===== config.mk =====
export PLATFORM = sky130hd
export DESIGN_NAME = pipeline_ctrl
export DESIGN_NICKNAME = d
export VERILOG_FILES = /design/src/rtl/pipeline_ctrl.sv
export SDC_FILE = /design/constraint.sdc
export NUM_CORES = 1
export LEC_CHECK = 0
export BUFFER_PORTS_ARGS = -buffer_cell sky130_fd_sc_hd__buf_2
export CELL_PAD_IN_SITES_DETAIL_PLACEMENT = 1
export CELL_PAD_IN_SITES_GLOBAL_PLACEMENT = 1
export CORE_MARGIN = 10
export CORE_UTILIZATION = 32
export CTS_BUF_LIST = sky130_fd_sc_hd__clkbuf_4
export DETAILED_ROUTE_END_ITERATION = 8
export PLACE_DENSITY_LB_ADDON = 0.1
export SLEW_MARGIN = 20
export SYNTH_ARGS = -nofsm -noshare
export SYNTH_HDL_FRONTEND = slang
export SYNTH_SLANG_ARGS = --single-unit

===== constraint.sdc =====
create_clock -name clk_i -period 3.1 [get_ports clk_i]
set_clock_uncertainty 0.15 [all_clocks]
set_input_delay 0 -clock clk_i [delete_from_list [all_inputs] [get_ports clk_i]]
set_output_delay 0 -clock clk_i [all_outputs]
set_load 0.01 [all_outputs]

===== src/rtl/pipeline_ctrl.sv =====
// Hazard/sequencing controller for the 5-stage core: stall/flush generation and trap/MRET drain-and-redirect FSM.
// Optional macro PIPE_CTRL_PERF_EN adds saturating stall/flush cycle counters.
module pipeline_ctrl #(
    parameter  int DRAIN_CYCLES = 2,
    localparam int CNT_W        = $clog2(DRAIN_CYCLES + 1)
) (
    input  logic       clk_i,
    input  logic       rst_i,
    input  logic       id_valid_i,
    input  logic [4:0] id_rs1_addr_i,
    input  logic [4:0] id_rs2_addr_i,
    input  logic       ex_write_rd_i,
    input  logic [4:0] ex_rd_addr_i,
    input  logic [1:0] ex_result_src_i,
    input  logic       ex_bnj_taken_i,
    input  logic       ex_trap_i,
    input  logic       ex_trap_is_mret_i,
    input  logic       mem_busy_i,
    output logic       if_stall_o,
    output logic       ifid_flush_o,
    output logic       idex_stall_o,
    output logic       idex_flush_o,
    output logic       exmem_stall_o,
    output logic       exmem_flush_o,
    output logic       pc_redirect_o,
    output logic [1:0] pc_sel_o,
    output logic       trap_commit_o
`ifdef PIPE_CTRL_PERF_EN
    ,
    output logic [31:0] perf_stall_cnt_o,
    output logic [31:0] perf_flush_cnt_o
`endif
);

    localparam logic [1:0] RESULT_ALU = 2'b00;
    localparam logic [1:0] RESULT_MEM = 2'b01;
    localparam logic [1:0] RESULT_CSR = 2'b10;

    localparam logic [1:0] PC_SEQ    = 2'b00;
    localparam logic [1:0] PC_BRANCH = 2'b01;
    localparam logic [1:0] PC_MTVEC  = 2'b10;
    localparam logic [1:0] PC_MEPC   = 2'b11;

    typedef enum logic [1:0] {RUN, DRAIN, REDIRECT} state_t;

    state_t           state_q, state_d;
    logic [CNT_W-1:0] drain_cnt_q, drain_cnt_d;
    logic             is_mret_q, is_mret_d;
    logic             use_hazard;

    // ALU producers are covered by forwarding; only MEM/CSR results arrive too late.
    assign use_hazard = id_valid_i && ex_write_rd_i && (ex_rd_addr_i != 5'd0)
                     && (ex_result_src_i == RESULT_MEM || ex_result_src_i == RESULT_CSR)
                     && (ex_rd_addr_i == id_rs1_addr_i || ex_rd_addr_i == id_rs2_addr_i);

    always_ff @(posedge clk_i or posedge rst_i) begin
        if (rst_i) begin
            state_q     <= RUN;
            drain_cnt_q <= '0;
            is_mret_q   <= 1'b0;
        end else begin
            state_q     <= state_d;
            drain_cnt_q <= drain_cnt_d;
            is_mret_q   <= is_mret_d;
        end
    end

    always_comb begin
        state_d       = state_q;
        drain_cnt_d   = drain_cnt_q;
        is_mret_d     = is_mret_q;
        if_stall_o    = 1'b0;
        ifid_flush_o  = 1'b0;
        idex_stall_o  = 1'b0;
        idex_flush_o  = 1'b0;
        exmem_stall_o = 1'b0;
        exmem_flush_o = 1'b0;
        pc_redirect_o = 1'b0;
        pc_sel_o      = PC_SEQ;
        trap_commit_o = 1'b0;
        if (rst_i) begin
            ifid_flush_o  = 1'b1;
            idex_flush_o  = 1'b1;
            exmem_flush_o = 1'b1;
        end else begin
            unique case (state_q)
                RUN: begin
                    if (ex_trap_i) begin
                        if_stall_o    = 1'b1;
                        ifid_flush_o  = 1'b1;
                        idex_flush_o  = 1'b1;
                        exmem_flush_o = 1'b1;
                        state_d       = DRAIN;
                        drain_cnt_d   = CNT_W'(DRAIN_CYCLES - 1);
                        is_mret_d     = ex_trap_is_mret_i;
                    end else if (mem_busy_i) begin
                        if_stall_o    = 1'b1;
                        idex_stall_o  = 1'b1;
                        exmem_stall_o = 1'b1;
                    end else if (ex_bnj_taken_i) begin
                        pc_redirect_o = 1'b1;
                        pc_sel_o      = PC_BRANCH;
                        ifid_flush_o  = 1'b1;
                        idex_flush_o  = 1'b1;
                    end else if (use_hazard) begin
                        if_stall_o    = 1'b1;
                        idex_flush_o  = 1'b1;
                    end
                end
                DRAIN: begin
                    // EX/MEM is left alone so the older memory op can retire.
                    if_stall_o   = 1'b1;
                    ifid_flush_o = 1'b1;
                    idex_flush_o = 1'b1;
                    if (drain_cnt_q != '0) drain_cnt_d = drain_cnt_q - CNT_W'(1);
                    if (drain_cnt_q == '0 && !mem_busy_i) state_d = REDIRECT;
                end
                REDIRECT: begin
                    pc_redirect_o = 1'b1;
                    pc_sel_o      = is_mret_q ? PC_MEPC : PC_MTVEC;
                    trap_commit_o = 1'b1;
                    ifid_flush_o  = 1'b1;
                    idex_flush_o  = 1'b1;
                    state_d       = RUN;
                end
                default: state_d = RUN;
            endcase
        end
    end

`ifdef PIPE_CTRL_PERF_EN
    always_ff @(posedge clk_i or posedge rst_i) begin
        if (rst_i) begin
            perf_stall_cnt_o <= '0;
            perf_flush_cnt_o <= '0;
        end else begin
            if (if_stall_o && perf_stall_cnt_o != 32'hFFFF_FFFF)
                perf_stall_cnt_o <= perf_stall_cnt_o + 32'd1;
            if (idex_flush_o && perf_flush_cnt_o != 32'hFFFF_FFFF)
                perf_flush_cnt_o <= perf_flush_cnt_o + 32'd1;
        end
    end
`endif

endmodule


==> run summary <==
status: complete, no violations
worst vdd ir: 0.2465 mV
reg-to-reg endpoint: drain_cnt_q[1]$_DFFE_PP0P_
die footprint: 3935 µm²
Min-Delay Path Depth: 3
post-layout util: 0.4833
Post-DRT Antenna Nets: 0
R2R cell count: 5
synthesis-to-layout area growth: 42.83%
clk slew on worst S/H paths: 0.04 ns
reg2reg start: state_q[0]$_DFFE_PP0P_
Tot GR Track Use: 0.09674
Num CTS Buffers: 3
drt wl/cell: 13.50 µm
CTS tree: done
port bufs: 34
initial antenna violation count: 0
top_reg_cell synth: dfrtp_1
Worst setup EP type: output port
CTS-repair resized insts: 0
setup TNS: 0 ns
Setup crit start: state_q[0]$_DFFE_PP0P_
FF-to-FF setup slack: 1.42 ns
Syn Nets: 105
final global-route overflow total: 0
FF/Latch Area: 125.1 µm²
leading cell type in the layout, fill and taps excluded: buf_2
Max transition margin: 0.7734
Required @ worst endpoint: 2.95 ns
CP startpoint kind: register
Worst Hold End: if_stall_o
Setup Buffers After CTS: 0
DR vias: 666
Max Slew Vio Count: 0
commonest cells after routing, fill and taps aside: buf_2, inv_1, a21oi_1
worst-path fanout max: 7
fillers: 230
Bufs on Longest Clock Path: 2
Post-synth EDFFs: 0
Slew @ Worst Pin: 0.3383 ns
Synth Register Bits: 5
Pwr Density: 589.8 nW/µm²
FMAX: 522.1 MHz
io pins: 35
multi-input logic area: 414.1 µm²
Tot Pwr: 0.4922 mW
count of cell types in the netlist: 26
fraction of final layout cells sized beyond drive strength 1: 0.3628
Async SR Flop Fraction: 1.000
Final #Nets: 145
largest net degree at the start of global routing: 12
Max-Cap Viols: 0
Clock Latency Late Sink: 0.24 ns
core area: 1727 µm²
Tcrit/Tclk final: 0.6179
Via density: 4.826
Ant. Diodes: 0
yosys warns: 0
H-tree lvl count: 1
Fin. Hold Viols: 0
cell count after synthesis: 74
final setup fails: 0
Clock Tree Root: clkbuf_4
HP Start: ex_bnj_taken_i
Syn Area/Cell: 7.896 µm²
Clock Sinks: 5
Hold Path Class: primary input to output port
first-pass GRT wire length: 3249 µm
Leak: 0.4290 nW
starting density of the core: 0.3384
synthesized area: 584.3 µm²
Iter 0 DRT Violations: 8
Setup CP Type: register to output port
minimum clock period: 1.915 ns
part of the Yosys area used for sequential elements: 0.2141
post-DP HPWL: 1576 µm
Post-Route WL: 1863 µm
RSZ-0062 raised after global routing: no
DR DRC count: 0
Final Wtd Congestion: 0.7258
chip height: 62.73 µm
DIE WIDTH: 62.73 µm
vias in the first global route: 760
# rows: 15
drt first pass iters: 4
Arrival @ worst endpoint: 1.77 ns
-- cells by family (layout without fill, tap and decap cells) --
family / count (synthesis) / count (layout) / share of synthesized area
AO/OA/AOI/OAI: 17 / 17 / 0.1906
XOR/XNOR: 11 / 11 / 0.1649
adder cells (fa/ha/maj): 6 / 6 / 0.1285
buffers and inverters: 11 / 50 / 0.07708
flip-flops: 5 / 5 / 0.2141
multiplexers: 1 / 1 / 0.01927
AND/OR/NAND/NOR: 23 / 23 / 0.2056
-- power breakdown --
| group | internal [mW] | leakage (nW) | switching, mW |
|---|---|---|---|
| registers | 0.0919 | 0.0605 | 0.0207 |
| logic | 0.128 | 0.350 | 0.169 |
| clock network | 0.0573 | 0.0184 | 0.0252 |
-- repair_timing --
item | 4_1_cts | 5_1_grt
hold buffers | 3 | 0
endpoints found under the setup margin | 0 | 0
endpoints found under the hold margin | 7 | 0
-- worst max-delay path, stage by stage (launching register included) --
cell and delay, ns:
dfrtp_1 0.41, inv_1 0.12, ha_1 0.31, inv_1 0.13, o41ai_1 0.36, buf_2 0.19
-- cell usage after synthesis, types with 2 or more instances --
library cell	number	area share
nand2b_1	2	0.021
nor2_1	5	0.032
nor3_1	2	0.017
xor2_1	5	0.075
xnor2_1	6	0.090
inv_1	9	0.058
nand3_1	2	0.017
nor2b_1	3	0.032
o21ai_0	2	0.017
a21oi_1	8	0.069
ha_1	6	0.13
dfrtp_1	5	0.21
nand2_1	5	0.032
o41ai_1	2	0.030
-- layout make-up --
class / count / share of cell area
Clock buffer: 4 / 0.03598
Sequential cell: 5 / 0.1499
Multi-Input combinational cell: 58 / 0.4963
Inverter: 9 / 0.04048
Tap cell: 25 / 0.03748
Timing Repair Buffer: 37 / 0.2399
-- state kept, by name, summed over array words and instances (netlist names) --
| signal | cells |
|---|---|
| state_q | 2 |
| drain_cnt_q | 2 |
| is_mret_q | 1 |
-- metal layers --
layer / up-vias / routed length (µm) / global-route usage / share of wire
met4: 0 / 17 / 0.03352 / 0.0091
li1: 334 / - / - / -
met5: - / 0 / 0 / 0
met2: 29 / 856 / 0.1590 / 0.46
met3: 2 / 155 / 0.04659 / 0.083
met1: 301 / 834 / 0.1058 / 0.45
-- worst max path at each step --
| stage | end | slack [ns] | cells after the start |
|---|---|---|---|
| finish | idex_flush_o | 1.18 | 5 |
| CTS | idex_flush_o | 1.16 | 5 |
| detailed placement | idex_flush_o | 1.44 | 5 |
| global placement | if_stall_o | 1.50 | 7 |
| floorplan | idex_stall_o | 1.52 | 5 |
| global route | idex_flush_o | 0.99 | 5 |
-- metrics by stage --
stage                     instance area [µm²]  hold WS [ns]  std cells  worst slack (ns)
after floorplan                         584.3       -0.1345         74             1.524
after global placement                  774.5      -0.08177        131             1.495
after detailed placement                774.5      -0.08426        131             1.439
after CTS                               834.6        0.1383        138             1.164
after global routing                    834.6        0.1473        138            0.9926
final                                   834.6        0.1320        138             1.185
Power figures use the tool's default switching activity.
